===== config.mk =====
export PLATFORM = sky130hd
export DESIGN_NAME = commit_monitor_flat
export DESIGN_NICKNAME = d
export VERILOG_FILES = /design/src/rtl/commit_monitor_if.sv /design/src/rtl/commit_monitor.sv /design/src/flat_wrapper.sv
export SDC_FILE = /design/constraint.sdc
export NUM_CORES = 2
export LEC_CHECK = 0
export BUFFER_PORTS_ARGS = -buffer_cell sky130_fd_sc_hd__buf_2
export CAP_MARGIN = 5
export CORE_ASPECT_RATIO = 1.5
export CORE_MARGIN = 4
export CORE_UTILIZATION = 45
export CTS_BUF_LIST = sky130_fd_sc_hd__clkbuf_2
export DETAILED_ROUTE_END_ITERATION = 10
export SLEW_MARGIN = 20
export SYNTH_ARGS = -nofsm -noshare
export SYNTH_HDL_FRONTEND = slang
export SYNTH_SLANG_ARGS = --single-unit

===== constraint.sdc =====
create_clock -name clk -period 3.35 [get_ports clk]
set_input_delay 0.335 -clock clk [delete_from_list [all_inputs] [get_ports clk]]
set_output_delay 0.335 -clock clk [all_outputs]
set_load 0.02 [all_outputs]

===== src/rtl/commit_monitor_if.sv =====
// Final-state dump stream of the commit monitor.
// Master drives beats, slave returns ready.
interface commit_monitor_if #(
  parameter int XLEN = 32
);
  logic            dump_valid;
  logic            dump_ready;
  logic [5:0]      dump_idx;
  logic [XLEN-1:0] dump_data;
  logic            dump_last;

  modport master (
    output dump_valid,
    output dump_idx,
    output dump_data,
    output dump_last,
    input  dump_ready
  );

  modport slave (
    input  dump_valid,
    input  dump_idx,
    input  dump_data,
    input  dump_last,
    output dump_ready
  );
endinterface


===== src/rtl/commit_monitor.sv =====
// Retire-stream monitor: counters, shadow regfile,
// halt detect, drain, and final-state dump.
module commit_monitor #(
  parameter int          XLEN         = 32,
  parameter int          CNT_W        = 32,
  parameter int          DRAIN_CYCLES = 4,
  parameter logic [31:0] HALT_INSTR   = 32'h00100073
) (
  input  logic             clk,
  input  logic             rst,
  input  logic             wb_valid,
  input  logic [XLEN-1:0]  wb_pc,
  input  logic [31:0]      wb_instr,
  input  logic             wb_rd_we,
  input  logic [4:0]       wb_rd,
  input  logic [XLEN-1:0]  wb_rd_data,
  output logic             halt_req,
  output logic             halted,
  output logic [CNT_W-1:0] cycle_count,
  output logic [CNT_W-1:0] instret_count,
  commit_monitor_if.master dump,
  output logic             done
);

  localparam int DW =
    (DRAIN_CYCLES > 0) ? $clog2(DRAIN_CYCLES + 1) : 1;

  typedef enum logic [1:0] {
    S_RUN,
    S_DRAIN,
    S_DUMP,
    S_DONE
  } state_t;

  state_t          state_q;
  state_t          state_d;
  logic            halt_hit;
  logic            xfer;
  logic            run;
  logic [DW-1:0]   drain_q;
  logic [5:0]      idx_q;
  logic [XLEN-1:0] halt_pc_q;
  logic [XLEN-1:0] shadow [32];
  logic [4:0]      rsel;

  assign run = (state_q == S_RUN);

  // State register.
  always_ff @(posedge clk or negedge rst) begin
    if (!rst) state_q <= S_RUN;
    else      state_q <= state_d;
  end

  // Next-state decode plus halt/transfer strobes.
  always_comb begin
    state_d  = state_q;
    halt_hit = 1'b0;
    xfer     = 1'b0;
    unique case (state_q)
      S_RUN: begin
        if (wb_valid && wb_instr == HALT_INSTR) begin
          halt_hit = 1'b1;
          state_d  = S_DRAIN;
        end
      end
      S_DRAIN: begin
        if (drain_q == '0) state_d = S_DUMP;
      end
      S_DUMP: begin
        if (dump.dump_ready) begin
          xfer = 1'b1;
          if (idx_q == 6'd32) state_d = S_DONE;
        end
      end
      S_DONE: ;
      default: state_d = S_RUN;
    endcase
  end

  // Counters advance only while running; they freeze at halt.
  always_ff @(posedge clk or negedge rst) begin
    if (!rst) begin
      cycle_count   <= '0;
      instret_count <= '0;
    end else if (run) begin
      cycle_count <= cycle_count + CNT_W'(1);
      if (wb_valid)
        instret_count <= instret_count + CNT_W'(1);
    end
  end

  // Shadow regfile; x0 is never written so it reads zero.
  always_ff @(posedge clk or negedge rst) begin
    if (!rst) begin
      for (int i = 0; i < 32; i++) shadow[i] <= '0;
    end else if (run && wb_valid && wb_rd_we
                 && wb_rd != 5'd0) begin
      shadow[wb_rd] <= wb_rd_data;
    end
  end

  // Halt PC capture, drain countdown and dump index.
  always_ff @(posedge clk or negedge rst) begin
    if (!rst) begin
      halt_pc_q <= '0;
      drain_q   <= '0;
      idx_q     <= '0;
    end else begin
      if (halt_hit) begin
        halt_pc_q <= wb_pc;
        drain_q   <= DW'(DRAIN_CYCLES);
      end else if (state_q == S_DRAIN
                   && drain_q != '0) begin
        drain_q <= drain_q - DW'(1);
      end
      if (xfer && idx_q != 6'd32)
        idx_q <= idx_q + 6'd1;
    end
  end

  // idx 1..32 maps to x0..x31; idx 32 wraps to 31.
  assign rsel = idx_q[4:0] - 5'd1;

  assign halted          = !run;
  assign halt_req        = !run;
  assign done            = (state_q == S_DONE);
  assign dump.dump_valid = (state_q == S_DUMP);
  assign dump.dump_idx   = idx_q;
  assign dump.dump_last  = (state_q == S_DUMP)
                           && (idx_q == 6'd32);
  assign dump.dump_data  = (idx_q == 6'd0) ? halt_pc_q
                                           : shadow[rsel];

endmodule


===== src/flat_wrapper.sv =====
// flat-port wrapper written by rule: the top's interface ports become plain ports
module commit_monitor_flat 
#(
  parameter int          XLEN         = 32,
  parameter int          CNT_W        = 32,
  parameter int          DRAIN_CYCLES = 4,
  parameter logic [31:0] HALT_INSTR   = 32'h00100073
)
  (clk, rst, wb_valid, wb_pc, wb_instr, wb_rd_we, wb_rd, wb_rd_data, halt_req, halted, cycle_count, instret_count, done, dump_dump_valid, dump_dump_idx, dump_dump_data, dump_dump_last, dump_dump_ready);
  commit_monitor_if #(.XLEN(XLEN)) dump_i ();
  input  logic clk;
  input  logic rst;
  input  logic wb_valid;
  input  logic [XLEN-1:0] wb_pc;
  input  logic [31:0] wb_instr;
  input  logic wb_rd_we;
  input  logic [4:0] wb_rd;
  input  logic [XLEN-1:0] wb_rd_data;
  output logic halt_req;
  output logic halted;
  output logic [CNT_W-1:0] cycle_count;
  output logic [CNT_W-1:0] instret_count;
  output logic done;
  output wire logic [$bits(dump_i.dump_valid)-1:0] dump_dump_valid;
  output wire logic [$bits(dump_i.dump_idx)-1:0] dump_dump_idx;
  output wire logic [$bits(dump_i.dump_data)-1:0] dump_dump_data;
  output wire logic [$bits(dump_i.dump_last)-1:0] dump_dump_last;
  input wire logic [$bits(dump_i.dump_ready)-1:0] dump_dump_ready;
  assign dump_dump_valid = dump_i.dump_valid;
  assign dump_dump_idx = dump_i.dump_idx;
  assign dump_dump_data = dump_i.dump_data;
  assign dump_dump_last = dump_i.dump_last;
  assign dump_i.dump_ready = dump_dump_ready;
  commit_monitor #(.XLEN(XLEN), .CNT_W(CNT_W), .DRAIN_CYCLES(DRAIN_CYCLES), .HALT_INSTR(HALT_INSTR)) u_core (.clk(clk), .rst(rst), .wb_valid(wb_valid), .wb_pc(wb_pc), .wb_instr(wb_instr), .wb_rd_we(wb_rd_we), .wb_rd(wb_rd), .wb_rd_data(wb_rd_data), .halt_req(halt_req), .halted(halted), .cycle_count(cycle_count), .instret_count(instret_count), .dump(dump_i), .done(done));
endmodule

==> run_results.csv <==
group,metric,value,unit
status,outcome,"finished, violations left",
status,violations,"setup timing",
timing,setup_viol,32,
timing,worstMarginPinSlew,1130,ps
run,drv_cap,0,
synthesis,yosys_warnings,0,
clocking,clk_pin_slew,110,ps
timing,fin_ws,-1030,ps
critical_path,regToRegStartpoint,"u_core.state_q[1]$_DFFE_PN0P_",
clocking,clk_latency,1660,ps
synthesis,syn-cell-area,51500,µm²
timing,hold_viol,0,
cells_and_area,drive_gt1_frac,0.542,
worst_hold_path,hold_class,"in2reg",
global_route,grt_pass1_wl,229000,µm
timing,holdWs,147,ps
critical_path,cp_max_fo,11,
placed_design,detailed_place_hpwl,84600,µm
critical_path,crit_end,"dump_dump_data[7]",
drt,drt_wl_total,156000,µm
critical_path,end_kind,"output port",
floorplan,io-pin-count,213,
synthesis,synth_cells,3554,
drt,vias,33300,
synthesis,ys_ff_latch,1131,
clocking,cts_tree,"done",
synthesis,yosysSeqAreaShare,0.550,
placed_design,gp_congestion,0.785,
timing,setup_tns,-30380,ps
critical_path,startpoint,"u_core.dump.dump_idx[0]$_DFFE_PN0P_",
cells_and_area,area_growth,20.3,%
critical_path,reg2regPathDepth,8,
timing,fin_skew,100,ps
clocking,ctsLongestPathBuffers,4,
global_route,grt_util_all_layers,0.254,
floorplan,row_count,151,
power,power_density,710,nW/µm²
timing,max_freq,228,MHz
placed_design,post_dp_cell_area,54700,µm²
synthesis,syn-num-nets,3672,
synthesis,yosys.cell_types.count,49,
drt,ant_nets,0,
clocking,cts_root_buf,"clkbuf_2",
cells_and_area,layout_commonest_cell,"dfrtp_1",
power,vdd_drop_max,0.894,mV
synthesis,syn_avg_cell_area,14.5,µm²
cells_and_area,final_cell_mix,"dfrtp_1, mux2_2, clkbuf_2",
critical_path,required,3010,ps
global_route,grt_max_degree,121,
critical_path,criticalPathCategory,"reg2out",
critical_path,r2r_end,"u_core.shadow[890]$_DFFE_PN0P_",
global_route,first_global_vias,36000,
floorplan,coreArea,113000,µm²
drt,first_iter_violations,2105,
global_route,antenna_found_initial,8,
global_route,grt_overflow_total,0,
clocking,cts.sinks,1131,
timing,relSlewSlack,0.245,
clocking,h-tree-depth,5,
drt,first_pass_iters,5,
floorplan,die_h,422,µm
cells_and_area,fin_nets,4269,
floorplan,initial_utilization,0.455,
critical_path,cp.arrival,4050,ps
drt,wl_per_cell,27.0,µm
timing,rsz0062_at_grt,"yes",
critical_path,startpoint_type,"flip-flop",
cells_and_area,fin_area,61900,µm²
cells_and_area,fin_util,0.547,
power,leakage,30.8,nW
floorplan,die_w,284,µm
drt,drcViolationCount,0,
timing,report.final.slew_viol_count,0,
critical_path,reg2reg_slack,140,ps
drt,drt-vias-per-instance,5.76,
placed_design,portBuffers,212,
clocking,numCtsBuffers,293,
timing,period_minus_slack,4380,ps
timing,period_share,1.31,
floorplan,dieArea,120000,µm²
==> cells by family after synthesis <==
group	count (synthesis)	share of synthesized area
AO/OA/AOI/OAI	75	0.0137
XOR/XNOR	73	0.0126
adder cells (fa/ha/maj)	12	0.00292
buffers and inverters	366	0.0310
flip-flops	1131	0.550
multiplexers	1285	0.337
AND/OR/NAND/NOR	612	0.0525
==> routing by layer <==
layer | global-route usage | share of wire
met3 | 0.0515 | 0.053
met5 | 0 | 0.000090
met2 | 0.439 | 0.51
met4 | 0.0881 | 0.033
met1 | 0.320 | 0.40
==> worst min-delay path by stage <==
stage / startpoint / to / slack [ps] / cells past startpoint
2_1_floorplan: rst / u_core.cycle_count[0]$_DFFE_PN0N_ / 40 / 0
3_3_place_gp: u_core.shadow[995]$_DFFE_PN0P_ / u_core.shadow[995]$_DFFE_PN0P_ / 360 / 0
3_5_place_dp: u_core.shadow[1014]$_DFFE_PN0P_ / u_core.shadow[1014]$_DFFE_PN0P_ / 360 / 0
4_1_cts: wb_valid / u_core.instret_count[2]$_DFFE_PN0P_ / 30 / 5
5_1_grt: wb_rd_data[9] / u_core.shadow[777]$_DFFE_PN0P_ / 5 / 4
6_report: wb_rd_data[9] / u_core.shadow[137]$_DFFE_PN0P_ / 150 / 4
==> area by class of cell <==
type                       instances  area, µm²
fill                            9401      51300
sequential                      1131      28300
multi-input combinational       2057      22600
timing repair buffer             647       6770
clock buffer                     421       2110
tap                             1453       1820
clock inverter                    46        204
inverter                          21       81.3
antenna                            8       20.0
==> power breakdown <==
part	switching [mW]	leakage, nW	internal, mW
clock network	5.63	1.86	3.37
registers	0.504	15.7	14.5
logic	10.9	13.3	9.03
total	17.1	30.8	26.9
==> synthesized netlist by cell type, drive strengths merged <==
| library cell | count | area share |
|---|---|---|
| or4 | 1 | 0.00015 |
| o31a | 1 | 0.00017 |
| mux2i | 1 | 0.00019 |
| nor3b | 1 | 0.00015 |
| nand2b | 3 | 0.00036 |
| nand3b | 3 | 0.00044 |
| o21ai | 3 | 0.00029 |
| a211oi | 2 | 0.00029 |
| nor2b | 5 | 0.00061 |
| and2 | 4 | 0.00049 |
| buf | 154 | 0.016 |
| nand4 | 20 | 0.0024 |
| dfrtp | 1131 | 0.55 |
| nor3 | 21 | 0.0027 |
| nor4 | 6 | 0.00085 |
| xor2 | 22 | 0.0037 |
| mux2 | 1028 | 0.22 |
| and3 | 7 | 0.00085 |
| nor2 | 39 | 0.0030 |
| a22oi | 32 | 0.0066 |
| nand3 | 93 | 0.0090 |
| nand2 | 393 | 0.029 |
| xnor2 | 51 | 0.0088 |
| nor4b | 4 | 0.00080 |
| inv | 21 | 0.0015 |
| or3b | 1 | 0.00017 |
| and3b | 1 | 0.00017 |
| o221ai | 1 | 0.00017 |
| a31oi | 1 | 0.00012 |
| a21oi | 3 | 0.00058 |
| and4 | 7 | 0.0012 |
| a32oi | 32 | 0.0054 |
| clkbuf | 191 | 0.014 |
| mux4 | 256 | 0.11 |
| ha | 12 | 0.0029 |
| or3 | 3 | 0.00046 |
==> sequential cells by signal (all words and copies together), names as in the netlist <==
| signal | cells |
|---|---|
| u_core.shadow | 1024 |
| u_core.cycle_count | 32 |
| u_core.halt_pc_q | 32 |
| u_core.instret_count | 32 |
| u_core.dump.dump_idx | 6 |
| u_core.drain_q | 3 |
| u_core.state_q | 2 |
==> through the flow <==
step / std cells / setup slack, ps / power [mW]
2_1_floorplan: 3554 / -19.4 / 22.7
3_3_place_gp: 5011 / 247 / 28.1
3_5_place_dp: 5011 / 260 / 28.1
4_1_cts: 5732 / -1220 / 41.6
5_1_grt: 5779 / -1300 / 45.8
6_report: 5784 / -1030 / 44.0
==> worst max-delay path, stage by stage (launching register included) <==
cell and delay [ps]:
dfrtp_4 480, inv_4 50, ha_4 340, buf_12 180, buf_16 180, buf_16 160
mux4_2 300, nand2_1 80, nand3_1 120, a32oi_2 290, nand2_1 90, buf_2 170
==> what timing repair did <==
action	in CTS	in global routing
setup buffers	37	18
endpoints found under the setup margin	35	90
hold endpoints to repair	2198	105
gates cloned	24	20
hold buffers	193	10
gates resized for setup	165	126
pin swaps	49	77
Note: power is estimated with default switching activity, not from simulation.
